===== src/rtl/pll_clock_supervisor.sv =====
// PLL lock supervisor: lock synchroniser, reset sequencing FSM,
// lock-loss counter and phased clock-enable strobe channels.
module pll_clock_supervisor #(
   parameter int CHANNELS        = 3,
   parameter int DIV_WIDTH       = 8,
   parameter int SYNC_STAGES     = 2,
   parameter int STABLE_CYCLES   = 1024,
   parameter int RST_HOLD_CYCLES = 16
) (
   input  logic                          clk,
   input  logic                          rst,
   input  logic                          pll_lock,
   input  logic [CHANNELS*DIV_WIDTH-1:0] div,
   input  logic [CHANNELS*DIV_WIDTH-1:0] phase,
   output logic                          rst_out,
   output logic                          ready,
   output logic [CHANNELS-1:0]           ce,
   output logic [7:0]                    loss_count
);

   localparam logic [1:0] WAIT_LOCK = 2'd0;
   localparam logic [1:0] STABILIZE = 2'd1;
   localparam logic [1:0] HOLD      = 2'd2;
   localparam logic [1:0] RUN       = 2'd3;

   localparam int CMAX = (STABLE_CYCLES > RST_HOLD_CYCLES) ?
                         STABLE_CYCLES : RST_HOLD_CYCLES;
   localparam int CW   = $clog2(CMAX + 1);

   logic [SYNC_STAGES-1:0] sync_q;
   logic                   lock_s;
   logic [1:0]             state_q;
   logic [1:0]             state_d;
   logic [CW-1:0]          cnt_q;
   logic [CW-1:0]          cnt_d;
   logic                   loss_evt;
   logic                   run_d;

   assign lock_s = sync_q[SYNC_STAGES-1];
   assign run_d  = (state_q == RUN) && lock_s;
   assign ready  = ~rst_out;

   always_comb begin
      state_d  = state_q;
      cnt_d    = cnt_q;
      loss_evt = 1'b0;
      unique case (state_q)
         WAIT_LOCK: begin
            cnt_d = '0;
            if (lock_s) state_d = STABILIZE;
         end
         STABILIZE: begin
            if (!lock_s) begin
               state_d  = WAIT_LOCK;
               cnt_d    = '0;
               loss_evt = 1'b1;
            end else if (cnt_q == CW'(STABLE_CYCLES - 1)) begin
               state_d = HOLD;
               cnt_d   = '0;
            end else begin
               cnt_d = cnt_q + 1'b1;
            end
         end
         HOLD: begin
            if (!lock_s) begin
               state_d  = WAIT_LOCK;
               cnt_d    = '0;
               loss_evt = 1'b1;
            end else if (cnt_q == CW'(RST_HOLD_CYCLES - 1)) begin
               state_d = RUN;
               cnt_d   = '0;
            end else begin
               cnt_d = cnt_q + 1'b1;
            end
         end
         RUN: begin
            cnt_d = '0;
            if (!lock_s) begin
               state_d  = WAIT_LOCK;
               loss_evt = 1'b1;
            end
         end
         default: begin
            state_d = WAIT_LOCK;
            cnt_d   = '0;
         end
      endcase
   end

   // rst_out releases one edge after RUN entry but asserts on the loss edge
   always_ff @(posedge clk) begin
      if (rst) begin
         sync_q     <= '0;
         state_q    <= WAIT_LOCK;
         cnt_q      <= '0;
         rst_out    <= 1'b1;
         loss_count <= 8'd0;
      end else begin
         sync_q  <= {sync_q[SYNC_STAGES-2:0], pll_lock};
         state_q <= state_d;
         cnt_q   <= cnt_d;
         rst_out <= ~run_d;
         if (loss_evt && (loss_count != 8'hff))
            loss_count <= loss_count + 8'd1;
      end
   end

   for (genvar g = 0; g < CHANNELS; g++) begin : g_ch
      logic [DIV_WIDTH-1:0] div_g;
      logic [DIV_WIDTH-1:0] ph_g;
      logic [DIV_WIDTH-1:0] per_new;
      logic [DIV_WIDTH-1:0] ph_new;
      logic [DIV_WIDTH-1:0] per_q;
      logic [DIV_WIDTH-1:0] ph_q;
      logic [DIV_WIDTH-1:0] cnt;
      logic                 wrap;
      logic                 ce_r;

      assign div_g   = div[g*DIV_WIDTH +: DIV_WIDTH];
      assign ph_g    = phase[g*DIV_WIDTH +: DIV_WIDTH];
      assign per_new = (div_g == '0) ? DIV_WIDTH'(1) : div_g;
      assign ph_new  = (ph_g > per_new - 1'b1) ? per_new - 1'b1 : ph_g;
      assign wrap    = (cnt == per_q - 1'b1);
      assign ce[g]   = ce_r;

      // divisor and phase only reload at run entry or period wrap
      always_ff @(posedge clk) begin
         if (rst || !run_d) begin
            cnt   <= '0;
            per_q <= DIV_WIDTH'(1);
            ph_q  <= '0;
            ce_r  <= 1'b0;
         end else if (rst_out || wrap) begin
            cnt   <= '0;
            per_q <= per_new;
            ph_q  <= ph_new;
            ce_r  <= (ph_new == '0);
         end else begin
            cnt   <= cnt + 1'b1;
            ce_r  <= ((cnt + 1'b1) == ph_q);
         end
      end
   end

endmodule


===== config.mk =====
export PLATFORM = sky130hd
export DESIGN_NAME = pll_clock_supervisor
export DESIGN_NICKNAME = d
export VERILOG_FILES = /design/src/rtl/pll_clock_supervisor.sv
export SDC_FILE = /design/constraint.sdc
export NUM_CORES = 1
export LEC_CHECK = 0
export CAP_MARGIN = 20
export CORE_MARGIN = 3
export CORE_UTILIZATION = 35
export CTS_BUF_LIST = sky130_fd_sc_hd__clkbuf_2 sky130_fd_sc_hd__clkbuf_4 sky130_fd_sc_hd__clkbuf_8
export DETAILED_ROUTE_END_ITERATION = 7
export MAX_ROUTING_LAYER = met4
export PLACE_DENSITY = 0.64
export SYNTH_ARGS = -nofsm -noshare
export SYNTH_HDL_FRONTEND = slang
export SYNTH_SLANG_ARGS = --single-unit
export TNS_END_PERCENT = 1

===== constraint.sdc =====
create_clock -name clk -period 3.52 [get_ports clk]
set_input_delay 0.528 -clock clk [delete_from_list [all_inputs] [get_ports clk]]
set_output_delay 0.528 -clock clk [all_outputs]
set_load 0.005 [all_outputs]

==> Yosys cells after proc, flatten, opt, wreduce, memory -nomap -nowiden <==
Index checks and enable logic that the tools add are counted.
{ "totals": {"regBits": 99, "out_inout_bits": 13} }
{ "classes": {"addsub": 11, "n_lt_le_gt_ge": 3, "n_eq_ne": 16, "mux": 23, "bitwise_logic": 2, "reduce_logical": 20} }
{ "op_table": {"columns": ["cell", "count"], "rows": [
  ["$eq 8x8->1", 6],
  ["$logic_not 8->1", 6],
  ["$mux 8", 6],
  ["$sub 8x1->8 const B", 6],
  ["$mux 11", 4],
  ["$pmux 11 s3", 1],
  ["$add 8x1->8 const B", 4],
  ["$gt 8x8->1", 3],
  ["$mux 2", 6],
  ["$add 11x1->11 const B", 1],
  ["$eq 11x10->1 const B", 1],
  ["$eq 11x4->1 const B", 1],
  ["$ne 8x8->1 const B", 1],
  ["$pmux 2 s4", 1],
  ["$reduce_or 2->1", 4],
  ["$ne 3x3->1 const B", 2],
  ["$mux 1", 5],
  ["$eq 2x2->1 const B", 2],
  ["$logic_or 1x1->1", 4],
  ["$ne 2x2->1 const B", 2],
  ["$reduce_and 4->1", 1],
  ["$reduce_or 3->1", 1],
  ["$eq 2x1->1 const B", 1],
  ["$logic_and 1x1->1", 2],
  ["3 further kinds", 4]
]} }

==> Depth between registers and ports, before layout <==
Gate-level depths: netlist of run 1.
{ "depth": {"depth_word": 7, "ltp_mapped": 17, "ltp_nobuf": 15} }

==> Worst setup path before layout of run 1 <==
No wires, ideal clock.
{ "synth_timing": {"kind": "input port to flip-flop", "startpoint": "input port div[11]", "endpoint": "register g_ch[1].ce_r", "setup_ps": 133, "arrival_time_ps": 3369, "required_ps": 3387, "slack_ps": 19, "path_stages": 14, "path_buffers": 1, "cell_sequence": "nor4_1 > a31oi_1 > ha_1 > nor3b_1 > xor2_1 > inv_1 > ha_1 > nand4_1 > a21oi_1 > o32a_1 > clkbuf_1 > nor2_1 > a311oi_2 > a211oi_2"} }
{ "synth_via": {"elab_chain_cells": 7} }
{ "synth_rtl": {"columns": ["item", "line", "source"], "rows": [
  ["start, declared", "13", "input logic [CHANNELS*DIV_WIDTH-1:0] div,"],
  ["$logic_not 8->1", "121", "assign per_new = (div_g == '0) ? DIV_WIDTH'(1) : div_g;"],
  ["$mux 8 (*)", "121", null],
  ["$sub 8x1->8 (*)", "122", "assign ph_new = (ph_g > per_new - 1'b1) ? per_new - 1'b1 : ph_g;"],
  ["$gt 8x8->1", "122", null],
  ["$mux 8 (*)", "122", null],
  ["$logic_not 8->1 (*)", "137", "ce_r <= (ph_new == '0);"],
  ["$mux 1 (*)", "133", "end else if (rst_out || wrap) begin"],
  ["end signal, assigned", "137", null],
  ["end signal, assigned", "140", "ce_r <= ((cnt + 1'b1) == ph_q);"],
  ["end, declared", "117", "logic ce_r;"]
]} }
Every way passes the cells marked *; elsewhere a longest branch is shown, timed or not.
A chain may end at the register's enable or synchronous reset.

==> Worst setup path in the final report of run 1 <==
{ "layout_timing": {"startpoint": "input port div[2]", "endpoint": "register g_ch[0].ph_q[6]"} }
{ "layout_via": {"elab_chain_cells": 5} }
{ "layout_rtl": {"columns": ["item", "line", "source"], "rows": [
  ["$logic_not 8->1", "121", null],
  ["$mux 8 (*)", "121", null],
  ["$sub 8x1->8 (*)", "122", null],
  ["$gt 8x8->1", "122", null],
  ["$mux 8 (*)", "122", null],
  ["end signal, assigned", "136", "ph_q <= ph_new;"],
  ["end, declared", "114", "logic [DIV_WIDTH-1:0] ph_q;"]
]} }
Marked as above.

==> results of run 1 <==
-- power breakdown --
part / switching, mW / total [mW] / internal (mW) / leakage (nW)
logic: 0.173 / 0.392 / 0.219 / 2.21
clock network: 0.411 / 0.828 / 0.417 / 0.115
registers: 0.00170 / 1.12 / 1.12 / 0.798
total: 0.586 / 2.34 / 1.76 / 3.13
-- final timing paths --
check | from | cells after the start | slack (ns) | to
setup reg to reg | g_ch[2].per_q[0]$_SDFFE_PP1P_ | 9 | 0.89 | g_ch[2].cnt[2]$_SDFF_PP0_
hold reg to reg | sync_q[0]$_SDFF_PP0_ | 1 | 0.45 | sync_q[1]$_SDFF_PP0_
hold / removal | sync_q[0]$_SDFF_PP0_ | 1 | 0.45 | sync_q[1]$_SDFF_PP0_
setup / recovery | div[2] | 15 | 0.08 | g_ch[0].ph_q[6]$_SDFFE_PP0P_
-- cells by family (layout without fill, tap and decap cells) --
| kind of cell | Yosys count | count (layout) |
|---|---|---|
| AO/OA/AOI/OAI | 95 | 96 |
| XOR/XNOR | 95 | 95 |
| adder cells (fa/ha/maj) | 35 | 35 |
| buffers and inverters | 60 | 184 |
| flip-flops | 99 | 99 |
| multiplexers | 54 | 54 |
| AND/OR/NAND/NOR | 269 | 269 |
-- metrics by stage --
stage	setup TNS, ns	total power [mW]	setup slack [ns]	utilization, %
final	0	2.34	0.0756	46.2
after CTS	0	2.35	0.0603	45.3
after detailed placement	-8.20	1.51	-0.485	43.9
after global placement	-6.33	1.51	-0.347	43.9
after global routing	-0.373	2.46	-0.0559	46.2
after floorplan	0	1.32	0.0188	-
-- critical path, cell delays in order --
cell and delay [ns]:
clkdlybuf4s50_1 0.41, or3_1 0.40, nor3b_2 0.23, nor2_1 0.09, ha_1 0.24, nand4_1 0.12, xnor2_1 0.17, inv_1 0.11
ha_4 0.29, nand4_1 0.14, a21oi_2 0.20, o32a_4 0.22, mux2_2 0.33, mux2i_1 0.14, nor2_1 0.06
-- layer usage --
| layer | global-route usage (%) | share of wire [%] |
|---|---|---|
| met5 | - | 0 |
| met4 | 4.49 | 1.0 |
| met3 | 2.52 | 3.2 |
| met2 | 24.0 | 46 |
| met1 | 20.7 | 49 |
-- flip-flops by register name, summed over array words and instances, names as in the netlist --
register and flops:
state_q 2, rst_out 1, g_ch.ph_q 24, g_ch.per_q 24, g_ch.ce_r 3, cnt_q 11, sync_q 2, g_ch.cnt 24
loss_count 8
-- repair_timing --
action                                  4_1_cts  5_1_grt
gates cloned                                  0        1
hold endpoints to repair                      0        0
gates resized for setup                       2       24
endpoints found under the setup margin        6       27
setup buffers                                 0        2
pin swaps                                     0        7
-- area by class of cell --
type / instances / area, um^2
Fill cell: 1640 / 9020
Multi-Input combinational cell: 549 / 3970
Sequential cell: 99 / 1980
Timing Repair Buffer: 133 / 1160
Tap cell: 220 / 275
Clock buffer: 10 / 131
Inverter: 35 / 131
Clock inverter: 6 / 95.1
-- placed cells by master, fill, tap and decap left out, types with 6 or more instances in the layout --
master	synthesis	layout
nor2b_1	7	7
dfxtp_1	99	99
clkbuf_8	0	9
a21oi_1	35	31
and3_1	16	16
xnor2_1	43	42
nand3_1	27	27
ha_1	35	32
nand4_1	11	11
nand2b_1	9	9
nand2_1	30	30
xor2_1	51	49
nor3_1	18	17
buf_4	5	69
clkdlybuf4s50_1	0	63
mux2i_1	52	51
a211o_1	6	6
nor2_1	115	115
inv_1	34	34
o21ai_0	7	7
nor4_1	15	13
==> results.py, run 1 <==
metrics = {
    "power_and_ir_drop": {
        "peakVddDrop_uv": 252,
        "leakage_nw": 3.13,
        "power.density_nw_per_um2": 303,
    },
    "placed_design": {
        "placed_cells": 1033,
        "port_buffers": 63,
        "place_area_um2": 7350,
        "place.gp.congestion": 0.865,
        "hpwl_um": 10500,
    },
    "worst_setup_path": {
        "worstPathRequired_ns": 3.76,
        "endpoint_kind": "flop",
        "cp_max_fo": 6,
        "cp.arrival_ns": 3.68,
        "start_kind": "input port",
        "critPathKind": "input port to flop",
    },
    "timing": {
        "fin_crit_ns": 3.44,
        "finClkSkew_ns": 0.0152,
        "timing.final.crit_share_pct": 97.9,
        "final_max_slew_viol_count": 0,
        "fmax_mhz": 290,
        "relSlewSlack_pct": 42.7,
        "hold_violations": 0,
        "rsz0062_at_grt": "true",
        "worstMarginPinSlew_ns": 0.858,
        "holdWs_ns": 0.448,
        "setup_viol": 0,
    },
    "logic_synthesis": {
        "syn_inst": 707,
        "yosysWarningCount": 0,
        "async_flop_share_pct": 0,
        "synthFlopType": "dfxtp_1",
        "synth_edf_count": 0,
        "muxShareOfSynthArea_pct": 8.96,
        "synth_area_leaders": "dfxtp_1 (33%), mux2i_1 (8.6%), xor2_1 (7.4%)",
        "yosys.area_share.simple_pct": 21.5,
        "synth_xor_area_share_pct": 13.8,
        "yosysTopAreaCellShare_pct": 32.7,
        "ys_seq_area_share_pct": 32.7,
        "synth_compound_area_share_pct": 11.3,
        "yosysMostFrequentCell": "nor2_1",
        "synth-seq-cells": 99,
        "synth_fa_ha_area_share_pct": 7.22,
        "synth.avg_cell_area_um2": 8.58,
        "synth_top_family_by_area": "simple AND/OR/NAND/NOR gates",
        "yosys.area.top_type": "dfxtp_1",
        "netlist_area_um2": 6060,
        "synthDistinctLibCells": 59,
        "yosys-top-cells-count": "nor2_1 (115), dfxtp_1 (99), mux2i_1 (52)",
        "synth_nets": 793,
    },
    "route": {
        "route.detailed.drc": 0,
        "vias": 5212,
        "dr.pass1.iters": 4,
        "wire_per_inst_um": 13.2,
        "avgViaCountPerCell": 4.95,
        "ant_nets": 0,
        "drt_iter0_drc": 249,
        "wirelength_um": 13900,
    },
    "global_routing": {
        "grt_util_all_layers_pct": 15.4,
        "grt_pass1_vias": 4963,
        "grt_pass1_wl_um": 23200,
        "antenna_found_initial": 0,
        "grt_max_degree": 50,
        "overflow": 0,
    },
    "clocking": {
        "insertion_delay_ns": 0.39,
        "hold_buffers": 0,
        "cts_buffer_depth": 2,
        "cts_tree": "done",
        "cts_root_buf": "clkbuf_8",
        "cts.sinks": 99,
        "cts_buffers": 9,
        "cts_max_level": 3,
        "clk_pin_slew_ns": 0.10,
    },
    "floorplan": {
        "io_pins": 64,
        "die_w_um": 138,
        "die_y_um": 138,
        "start_util_pct": 36.2,
        "die_area_um2": 18900,
        "design.core.area_um2": 16800,
        "num_rows": 47,
    },
    "flow_run": {
        "drv_cap": 0,
    },
    "final_layout": {
        "syn2layout_area_growth_pct": 27.7,
        "layout.nets": 913,
        "drive_gt1_share_pct": 14.5,
        "layout.cells.non_filler": 1052,
        "design_area_um2": 7740,
        "num_antenna_cells": 0,
    },
    "worst_hold_path": {
        "hp-class": "flop to flop",
    },
    "run_status": {
        "outcome": "finished clean",
    },
}
Note: power is estimated with default switching activity, not from simulation.
==> run 2: changes to the inputs <==
--- a/config.mk
+++ b/config.mk
@@ -6,7 +6,7 @@
 export NUM_CORES = 1
 export LEC_CHECK = 0
 export CAP_MARGIN = 20
-export CORE_MARGIN = 3
+export CORE_MARGIN = 2
 export CORE_UTILIZATION = 35
 export CTS_BUF_LIST = sky130_fd_sc_hd__clkbuf_2 sky130_fd_sc_hd__clkbuf_4 sky130_fd_sc_hd__clkbuf_8
 export DETAILED_ROUTE_END_ITERATION = 7
==> run 2 against run 1 <==
Power shrank 3.5%. Cell count fell by 0.19%. Clock power fell by 6.6%. Hold slack about the same. Die area fell by 2.9%. Largest power group unchanged. Critical path type unchanged. Register-to-register slack got worse by 0.10 ns. Sequential cell count unchanged. Utilization decreased by 1.8 points. Global-route usage grew 0.65 points. Setup slack gained 0.086 ns. Highest routed layer unchanged. Sequential power hardly changed. Non-clock buffer count fell by 6.
==> results.py, run 2 (same netlist as run 1, synthesis figures left out) <==
metrics = {
    "run_status": {
        "outcome": "finished clean",
    },
    "route": {
        "avgViaCountPerCell": 4.93,
        "wirelength_um": 13600,
        "ant_nets": 0,
        "route.detailed.drc": 0,
        "drt_iter0_drc": 271,
        "wire_per_inst_um": 12.9,
        "vias": 5174,
        "dr.pass1.iters": 5,
    },
    "global_routing": {
        "grt_pass1_vias": 4928,
        "antenna_found_initial": 0,
        "grt_util_all_layers_pct": 16.1,
        "overflow": 0,
        "grt_max_degree": 34,
        "grt_pass1_wl_um": 23400,
    },
    "timing": {
        "finClkSkew_ns": 0.0126,
        "fin_crit_ns": 3.36,
        "hold_violations": 0,
        "worstMarginPinSlew_ns": 0.845,
        "final_max_slew_viol_count": 0,
        "timing.final.crit_share_pct": 95.4,
        "relSlewSlack_pct": 43.7,
        "setup_viol": 0,
        "fmax_mhz": 298,
    },
    "placed_design": {
        "port_buffers": 63,
        "place.gp.congestion": 0.915,
        "place_area_um2": 7350,
        "hpwl_um": 10600,
    },
    "worst_setup_path": {
        "critPathKind": "input port to flop",
        "cp_top_family": "simple AND/OR/NAND/NOR gates",
        "worstPathRequired_ns": 3.83,
        "endpoint_kind": "flop",
        "critPathBufInv": 3,
        "start_kind": "input port",
        "cp_cell_sequence": "clkdlybuf4s50_1 > or3_1 > nor3b_2 > nor2_1 > ha_1 > nand4_1 > xnor2_1 > inv_1 > ha_1 > nand4_1 > a21oi_1 > o32a_1 > buf_12 > a211o_1 > a21oi_1",
        "slowest_delay_ns": 0.42,
        "crit_slowest_cell": "clkdlybuf4s50_1",
        "cp_max_fo": 10,
        "cp.arrival_ns": 3.67,
        "reg2reg_slack_ns": 0.79,
    },
    "floorplan": {
        "io_pins": 64,
        "die_area_um2": 18400,
        "die_w_um": 136,
        "design.core.area_um2": 17100,
        "start_util_pct": 35.4,
        "num_rows": 48,
        "die_y_um": 136,
    },
    "final_layout": {
        "syn2layout_area_growth_pct": 25.2,
        "final_cell_mix": "nor2_1 (115), dfxtp_1 (99), clkdlybuf4s50_1 (63)",
        "design_area_um2": 7590,
        "multiInputGateArea_um2": 3850,
        "drive_gt1_share_pct": 12.0,
        "n_fill_cell": 1746,
        "regArea_um2": 1980,
        "reg_top3": "g_ch.cnt: 24 flops, g_ch.per_q: 24 flops, g_ch.ph_q: 24 flops",
        "layout.nets": 906,
        "num_antenna_cells": 0,
        "final_common_cell": "nor2_1",
    },
    "clocking": {
        "cts_buffers": 9,
        "cts_buffer_depth": 2,
        "post_cts_buffers": 0,
        "insertion_delay_ns": 0.39,
        "cts_root_buf": "clkbuf_8",
        "clk_pin_slew_ns": 0.10,
        "cts_max_level": 3,
        "cts_tree": "done",
        "cts.sinks": 99,
    },
    "power_and_ir_drop": {
        "peakVddDrop_uv": 194,
        "power.density_nw_per_um2": 298,
        "leakage_nw": 3.07,
        "finalPower_mw": 2.26,
    },
    "worst_hold_path": {
        "hp-class": "flop to flop",
    },
    "flow_run": {
        "drv_cap": 0,
    },
}
run 2: changes by cell type in the layout (fill, tap and decap cells not counted), sizes merged:
cell      previous run  this run
clkinvlp             0         2
inv                 38        37
buf                 70        64
o32a                 3         2
bufinv               2         1
run 2: worst reg2reg max path: cells and delay by family, from the launching register on:
kind,cells,cell delay [ns]
buffers and inverters,2,0.37
flip-flops,1,0.38
AND/OR/NAND/NOR,2,0.39
adder cells (fa/ha/maj),1,0.31
AO/OA/AOI/OAI,3,1.06
XOR/XNOR,1,0.14
run 2: final cells by class:
| type | count | share of cell area (%) |
|---|---|---|
| inverters | 35 | 1.73 |
| clock buffers | 10 | 1.81 |
| flip-flops and latches | 99 | 26.1 |
| multi-input cells | 548 | 50.7 |
| repair buffers | 127 | 15.0 |
| well taps | 225 | 3.71 |
| clock inverters | 6 | 0.956 |
run 2: where the power goes:
part / internal (mW) / leakage [nW] / switching [mW] / total [mW]
clock network: 0.356 / 0.102 / 0.417 / 0.773
registers: 1.12 / 0.798 / 0.00163 / 1.12
logic: 0.205 / 2.17 / 0.160 / 0.365
total: 1.68 / 3.07 / 0.579 / 2.26
run 2: worst paths after layout:
| kind | from | cells past startpoint | end |
|---|---|---|---|
| worst max register to register | g_ch[2].per_q[0]$_SDFFE_PP1P_ | 9 | g_ch[2].ph_q[7]$_SDFFE_PP0P_ |
| worst min register to register | sync_q[0]$_SDFF_PP0_ | 1 | sync_q[1]$_SDFF_PP0_ |
| worst min-delay path | sync_q[0]$_SDFF_PP0_ | 1 | sync_q[1]$_SDFF_PP0_ |
| worst max-delay path | div[2] | 15 | g_ch[0].ph_q[2]$_SDFFE_PP0P_ |
run 2: what timing repair did:
action	4_1_cts	5_1_grt
endpoints found under the setup margin	0	17
hold buffers	0	0
gates resized for setup	0	5
run 2: per-layer routing:
| layer | global-route usage [%] | wire (um) |
|---|---|---|
| met1 | 21.4 | 6840 |
| met2 | 24.9 | 6100 |
| met3 | 3.44 | 496 |
| met4 | 3.99 | 128 |
| met5 | - | 0 |
run 2: stage by stage:
| stage | util [%] | hold slack, ns | worst slack (ns) | std cells | TNS, ns |
|---|---|---|---|---|---|
| detailed placement | 43.0 | 0.432 | -0.303 | 1034 | -4.84 |
| global route | 44.4 | 0.469 | -0.0305 | 1050 | -0.0442 |
| global placement | 43.0 | 0.423 | -0.250 | 1034 | -4.36 |
| floorplan | - | 0.414 | 0.0188 | 707 | 0 |
| CTS | 44.2 | 0.455 | 0.0992 | 1050 | 0 |
| finish | 44.4 | 0.448 | 0.162 | 1050 | 0 |
==> edit 1, RTL diff (config.mk and constraints of run 1) <==
The parameter `CHANNELS` goes from 3 to 2.
--- a/src/rtl/pll_clock_supervisor.sv
+++ b/src/rtl/pll_clock_supervisor.sv
@@ -3,3 +3,3 @@
 module pll_clock_supervisor #(
-   parameter int CHANNELS        = 3,
+   parameter int CHANNELS        = 2,
    parameter int DIV_WIDTH       = 8,
Ports: changed (resized ce, div and phase); port bits go from 64 to 47. No check against the original RTL was run, so the function may have changed too.
==> edit 1 against run 1 <==
- power is 27% lower
- via count is 28% lower
- register-to-register slack hardly changed
- routed wire length is 30% lower
- worst setup slack better by 58 ps
- synthesized cell count is 28% lower
- sequential power is 25% lower
- design area is 28% lower
- sequential cell count is 25 lower
- first-iteration DRC count is 28% lower
- critical path depth is 1 higher
- synthesized area is 28% lower
- worst hold slack worse by 9.7 ps
- non-clock buffer count is 39 lower
==> edit 1: results <==
cts:
  root_buffer: "clkbuf_8"
  worstSkewPairLatency_ps: 340
  cts.htree.levels: 3
  cts_buffers: 9
  cts_setup_buffers: 0
  cts_buffer_depth: 2
  cts.reportedPaths.clkPinSlew_ps: 70
synthesis:
  seq_area_frac_synth_pct: 33.71
  synth_cell_types: 56
  synthTopCellsByArea: "dfxtp_1, mux2i_1, xor2_1"
  yosys.area.top_type_share_pct: 33.71
  synthFlopType: "dfxtp_1"
  postSynthNetCount: 567
  synth_common_cells: "nor2_1, dfxtp_1, mux2i_1, xor2_1, xnor2_1"
  ys_warn_count: 0
  ys_async_sr_fraction_pct: 0
worst_setup_path:
  r2r-end: "g_ch[0].ph_q[2]$_SDFFE_PP0P_"
  rrSetupSlack_ps: 890
  cp-endpoint: "g_ch[1].ce_r$_SDFF_PP0_"
  crit_fanout: 9
  reg2reg_from: "g_ch[0].per_q[0]$_SDFFE_PP1P_"
  arrival_ps: 3670
  reg2reg_depth: 9
  crit_start: "div[12]"
detailed_routing:
  viasPerCell: 4.927
  drt_iter0_drc: 179
  wl_met1_mm: 4.360
  wl_met3_um: 367
  wire_per_inst_um: 12.77
  wl_met2_mm: 4.965
  firstDrtPassIters: 4
placed_design:
  dpl.hpwl_mm: 7.791
  dp_slack_ps: -257.9
  port_buffers: 46
  routabilityCongestion: 0.8422
  dpl_cell_area_um2: 5344
grt:
  grt_pass1_wl_mm: 16.96
  grt_max_degree: 33
  antenna_found_initial: 0
  grt_use_total_pct: 14.86
  grt_pass1_vias: 3722
power:
  ir_worst_vdd_v: 0.0001998
  p_per_area_nw_per_um2: 309.0
  leakage_nw: 2.159
sta:
  max_freq_ghz: 0.2953
  tightest_slew_ps: 789.7
  finClkSkew_ps: 8.925
worst_hold_path:
  hold_path.class: "register to register"
  hp-start: "cnt_q[0]$_SDFF_PP0_"
final_layout:
  reg.largest.list: "g_ch.cnt: 16 flops, g_ch.per_q: 16 flops, g_ch.ph_q: 16 flops"
  drive_above_1_share_pct: 13.88
  fill_cells: 1208
  nets: 654
  n_antenna_cell: 0
outcome:
  status: "completed"
## edit 1: cell types whose count changed after synthesis, sizes merged, moves of 7 or more
| cell | run 1 | this run |
|---|---|---|
| a21oi | 35 | 15 |
| inv | 35 | 26 |
| nand2 | 32 | 25 |
| xor2 | 52 | 38 |
| nor2 | 115 | 79 |
| nand2b | 9 | 2 |
| mux2i | 52 | 42 |
| dfxtp | 99 | 74 |
| nor4 | 16 | 9 |
| ha | 35 | 24 |
| clkbuf | 15 | 7 |
| xnor2 | 43 | 31 |
## edit 1: layout make-up
type	count	share of cell area, %
clock buffer	9	2.227
clock inverter	5	1.035
inverter	26	1.754
multi-input combinational	390	49.60
sequential	74	26.63
tap	168	3.779
timing repair buffer	94	14.98
## edit 1: worst min-delay path by stage
stage,to,slack [ps],cells past startpoint
3_5_place_dp,sync_q[1]$_SDFF_PP0_,430,1
5_1_grt,sync_q[1]$_SDFF_PP0_,470,1
3_3_place_gp,cnt_q[0]$_SDFF_PP0_,420,1
6_report,cnt_q[0]$_SDFF_PP0_,440,1
4_1_cts,cnt_q[0]$_SDFF_PP0_,450,1
2_1_floorplan,cnt_q[0]$_SDFF_PP0_,410,1
## edit 1: where the power goes
part | switching (mW) | internal (mW)
combinational | 0.116 | 0.144
clock | 0.301 | 0.318
sequential | 0.00177 | 0.838
total | 0.419 | 1.30
## edit 1: repair_timing
item,in CTS,in global routing
setup endpoints to repair,0,9
hold endpoints to repair,0,0
resized for setup,0,8
## edit 1: critical path: stages
cell and delay, ps:
clkdlybuf4s50_1 420, or3_4 410, nor2_4 100, a31oi_2 110
ha_2 200, nand2_1 70, nor3_1 60, xnor2_1 200
ha_1 290, a21oi_1 150, a21boi_0 90, o32a_1 410
buf_12 160, nand3b_1 150, a21o_1 200, a21oi_2 110
## edit 1: cell families (layout without fill, tap and decap cells)
logic type	after synthesis	in the layout	synth area share [%]
flops	74	74	33.71
buf+inv	44	134	4.527
simple gates	196	196	21.75
fa+ha+maj	24	24	6.834
mux	44	44	10.08
compound gates	57	57	9.339
xor+xnor	69	69	13.75
## edit 1: per-layer routing
| metal | vias to the layer above | GRT usage (%) |
|---|---|---|
| met5 | - | - |
| met4 | 0 | 2.930 |
| met3 | 10 | 3.700 |
| met2 | 58 | 26.12 |
| met1 | 1771 | 17.29 |
| li1 | 1935 | - |
## edit 1: stage by stage
step	instances	TNS, ps
5_1_grt	766	-11.39
6_report	766	0
4_1_cts	766	0
2_1_floorplan	508	0
3_3_place_gp	752	-1170
3_5_place_dp	752	-2270
==> edit 2, RTL diff (flow settings as in run 1) <==
Made on the original files. Register the output `loss_count` once more, cleared by the reset; this adds one clock of latency there. The other outputs are not delayed to match.
--- a/src/rtl/pll_clock_supervisor.sv
+++ b/src/rtl/pll_clock_supervisor.sv
@@ -28,2 +28,4 @@
    localparam int CW   = $clog2(CMAX + 1);
+
+   logic [7:0] loss_count_s0;
 
@@ -96,3 +98,3 @@
          rst_out    <= 1'b1;
-         loss_count <= 8'd0;
+         loss_count_s0 <= 8'd0;
       end else begin
@@ -102,4 +104,4 @@
          rst_out <= ~run_d;
-         if (loss_evt && (loss_count != 8'hff))
-            loss_count <= loss_count + 8'd1;
+         if (loss_evt && (loss_count_s0 != 8'hff))
+            loss_count_s0 <= loss_count_s0 + 8'd1;
       end
@@ -144,2 +146,10 @@
 
+   always_ff @(posedge clk) begin
+      if (rst) begin
+         loss_count <= '0;
+      end else begin
+         loss_count <= loss_count_s0;
+      end
+   end
+
 endmodule
Function: changed (Yosys sat finds a counterexample within 10 cycles, from zero or initial values and one cycle with rst high).
==> edit 2 against run 1 <==
- worst hold slack lost 2.2 ps
- synthesized area grew 8.4%
- worst setup slack gained 54 ps
- critical endpoint is now g_ch[2].ph_q[6]$_SDFFE_PP0P_
- utilization shrank 0.77 points
- count of clock-buffer cells in the layout grew 3
- global-route usage shrank 0.27 points
- sequential cell count grew 8
- sequential share of layout area grew 0.30 points
- non-clock buffer count grew 2
- largest cell class unchanged
- power grew 3.5%
- design area grew 6.8%
- routed wire length grew 6.3%
- die area grew 8.0%
- largest power group unchanged
==> edit 2: results <==
outcome:
  status: "completed"
synthesis:
  synthTopCellsByArea: "dfxtp_1, mux2i_1, xnor2_1"
  synthXorXnorAreaFrac_pct: 13.55
  postSynthNetCount: 834
  synth_common_cells: "dfxtp_1, nor2_1, mux2i_1, xnor2_1, nand2_1"
  ys_async_sr_fraction_pct: 0
  synthAdderAreaFrac_pct: 6.663
  seq_area_frac_synth_pct: 32.59
  synth_cell_types: 73
  synth_mux_area_share_pct: 10.24
  syn-instance-count: 748
  synth_compound_area_share_pct: 8.833
power:
  switching_share_pct: 24.49
  ir_worst_vdd_v: 0.0002328
  leakage_nw: 3.192
grt:
  grt_pass1_wl_mm: 24.96
  grt_use_total_pct: 15.14
  grt_max_degree: 44
detailed_routing:
  wl_met2_mm: 6.907
  drt_iter0_drc: 339
  drt_wl_total_mm: 14.79
  wl_met1_mm: 7.308
  vias: 5406
  wl_met3_um: 342
  wire_per_inst_um: 13.45
sta:
  relSlewSlack_pct: 47.51
  finClkSkew_ps: 13.54
cts:
  cts_buffers: 9
worst_setup_path:
  crit_fanout: 6
  reg2reg_from: "g_ch[0].per_q[0]$_SDFFE_PP1P_"
  crit_family: "buffers and inverters"
  crit_start: "div[20]"
  slowest_delay_ps: 490
  cp-endpoint: "g_ch[2].ph_q[6]$_SDFFE_PP0P_"
  arrival_ps: 3650
  rrSetupSlack_ps: 790
  r2r-end: "g_ch[0].ce_r$_SDFF_PP0_"
  reg2reg_depth: 8
placed_design:
  dpl_cell_area_um2: 7869
  port_buffers: 63
  routabilityCongestion: 0.8563
  dp.cells: 1079
  dpl.hpwl_mm: 11.18
final_layout:
  nets: 951
  drive_above_1_share_pct: 16.21
job:
  cap_violations: 0
[edit 2: changes by cell type in the layout (fill, tap and decap cells not counted), sizes merged, moves of 5 or more]
cell | before | now
a211o | 6 | 1
a21oi | 35 | 12
and2 | 0 | 8
clkdlybuf4s50 | 63 | 57
dfxtp | 99 | 107
dlymetal6s2s | 0 | 6
mux2 | 2 | 10
nand2 | 32 | 46
nor2 | 115 | 97
nor2b | 7 | 12
o21ai | 9 | 15
xnor2 | 43 | 53
xor2 | 52 | 40
[edit 2: power by group through the flow]
| stage | Sequential [mW] | Combinational, mW | Clock (mW) |
|---|---|---|---|
| detailed placement | 1.24 | 0.384 | 0 |
| CTS | 1.21 | 0.389 | 0.827 |
| global placement | 1.24 | 0.380 | 0 |
| floorplan | 1.24 | 0.188 | 0 |
| finish | 1.21 | 0.418 | 0.794 |
| global route | 1.21 | 0.461 | 0.870 |
[edit 2: cells by family (layout without fill, tap and decap cells)]
logic type | count (synthesis) | in the layout
simple gates | 296 | 296
flops | 107 | 107
xor+xnor | 96 | 96
compound gates | 78 | 78
buf+inv | 70 | 192
mux | 66 | 66
fa+ha+maj | 35 | 35
[edit 2: timing repair]
| action | CTS | global route |
|---|---|---|
| gates cloned | 0 | 1 |
| pin swaps | 1 | 15 |
| setup buffers | 0 | 3 |
| setup endpoints to repair | 12 | 24 |
| resized for setup | 4 | 31 |
[edit 2: layout make-up]
type                            instances  area [um2]
Clock buffer                           13       166.4
Clock inverter                          3       46.29
Fill cell                            1757        9940
Inverter                               41       153.9
Multi-Input combinational cell        571        4287
Sequential cell                       107        2142
Tap cell                              229       286.5
Timing Repair Buffer                  135        1187
[edit 2: worst reg2reg max path, stage by stage, from the launching register on]
cell and delay, ps:
dfxtp_1 410, inv_1 60, ha_1 270, xor2_1 210, a311oi_1 90, a221oi_1 390
nor4_4 110, a31oi_4 680, mux2_2 410
[edit 2: through the flow]
step,setup slack (ps),hold WS [ps],setup TNS (ps)
after floorplan,-29.19,413.8,-57.96
after global placement,-433.2,417.0,-8360
after detailed placement,-530.0,432.4,-9752
after CTS,3.420,455.3,0
after global routing,-68.40,460.9,-183.1
final,129.5,445.6,0
[edit 2: layer usage]
layer  up-vias  global-route usage [%]
li1       2851                       -
met1      2472                   19.52
met2        65                   24.43
met3        18                   2.679
met4         0                   4.302
met5         -                       -
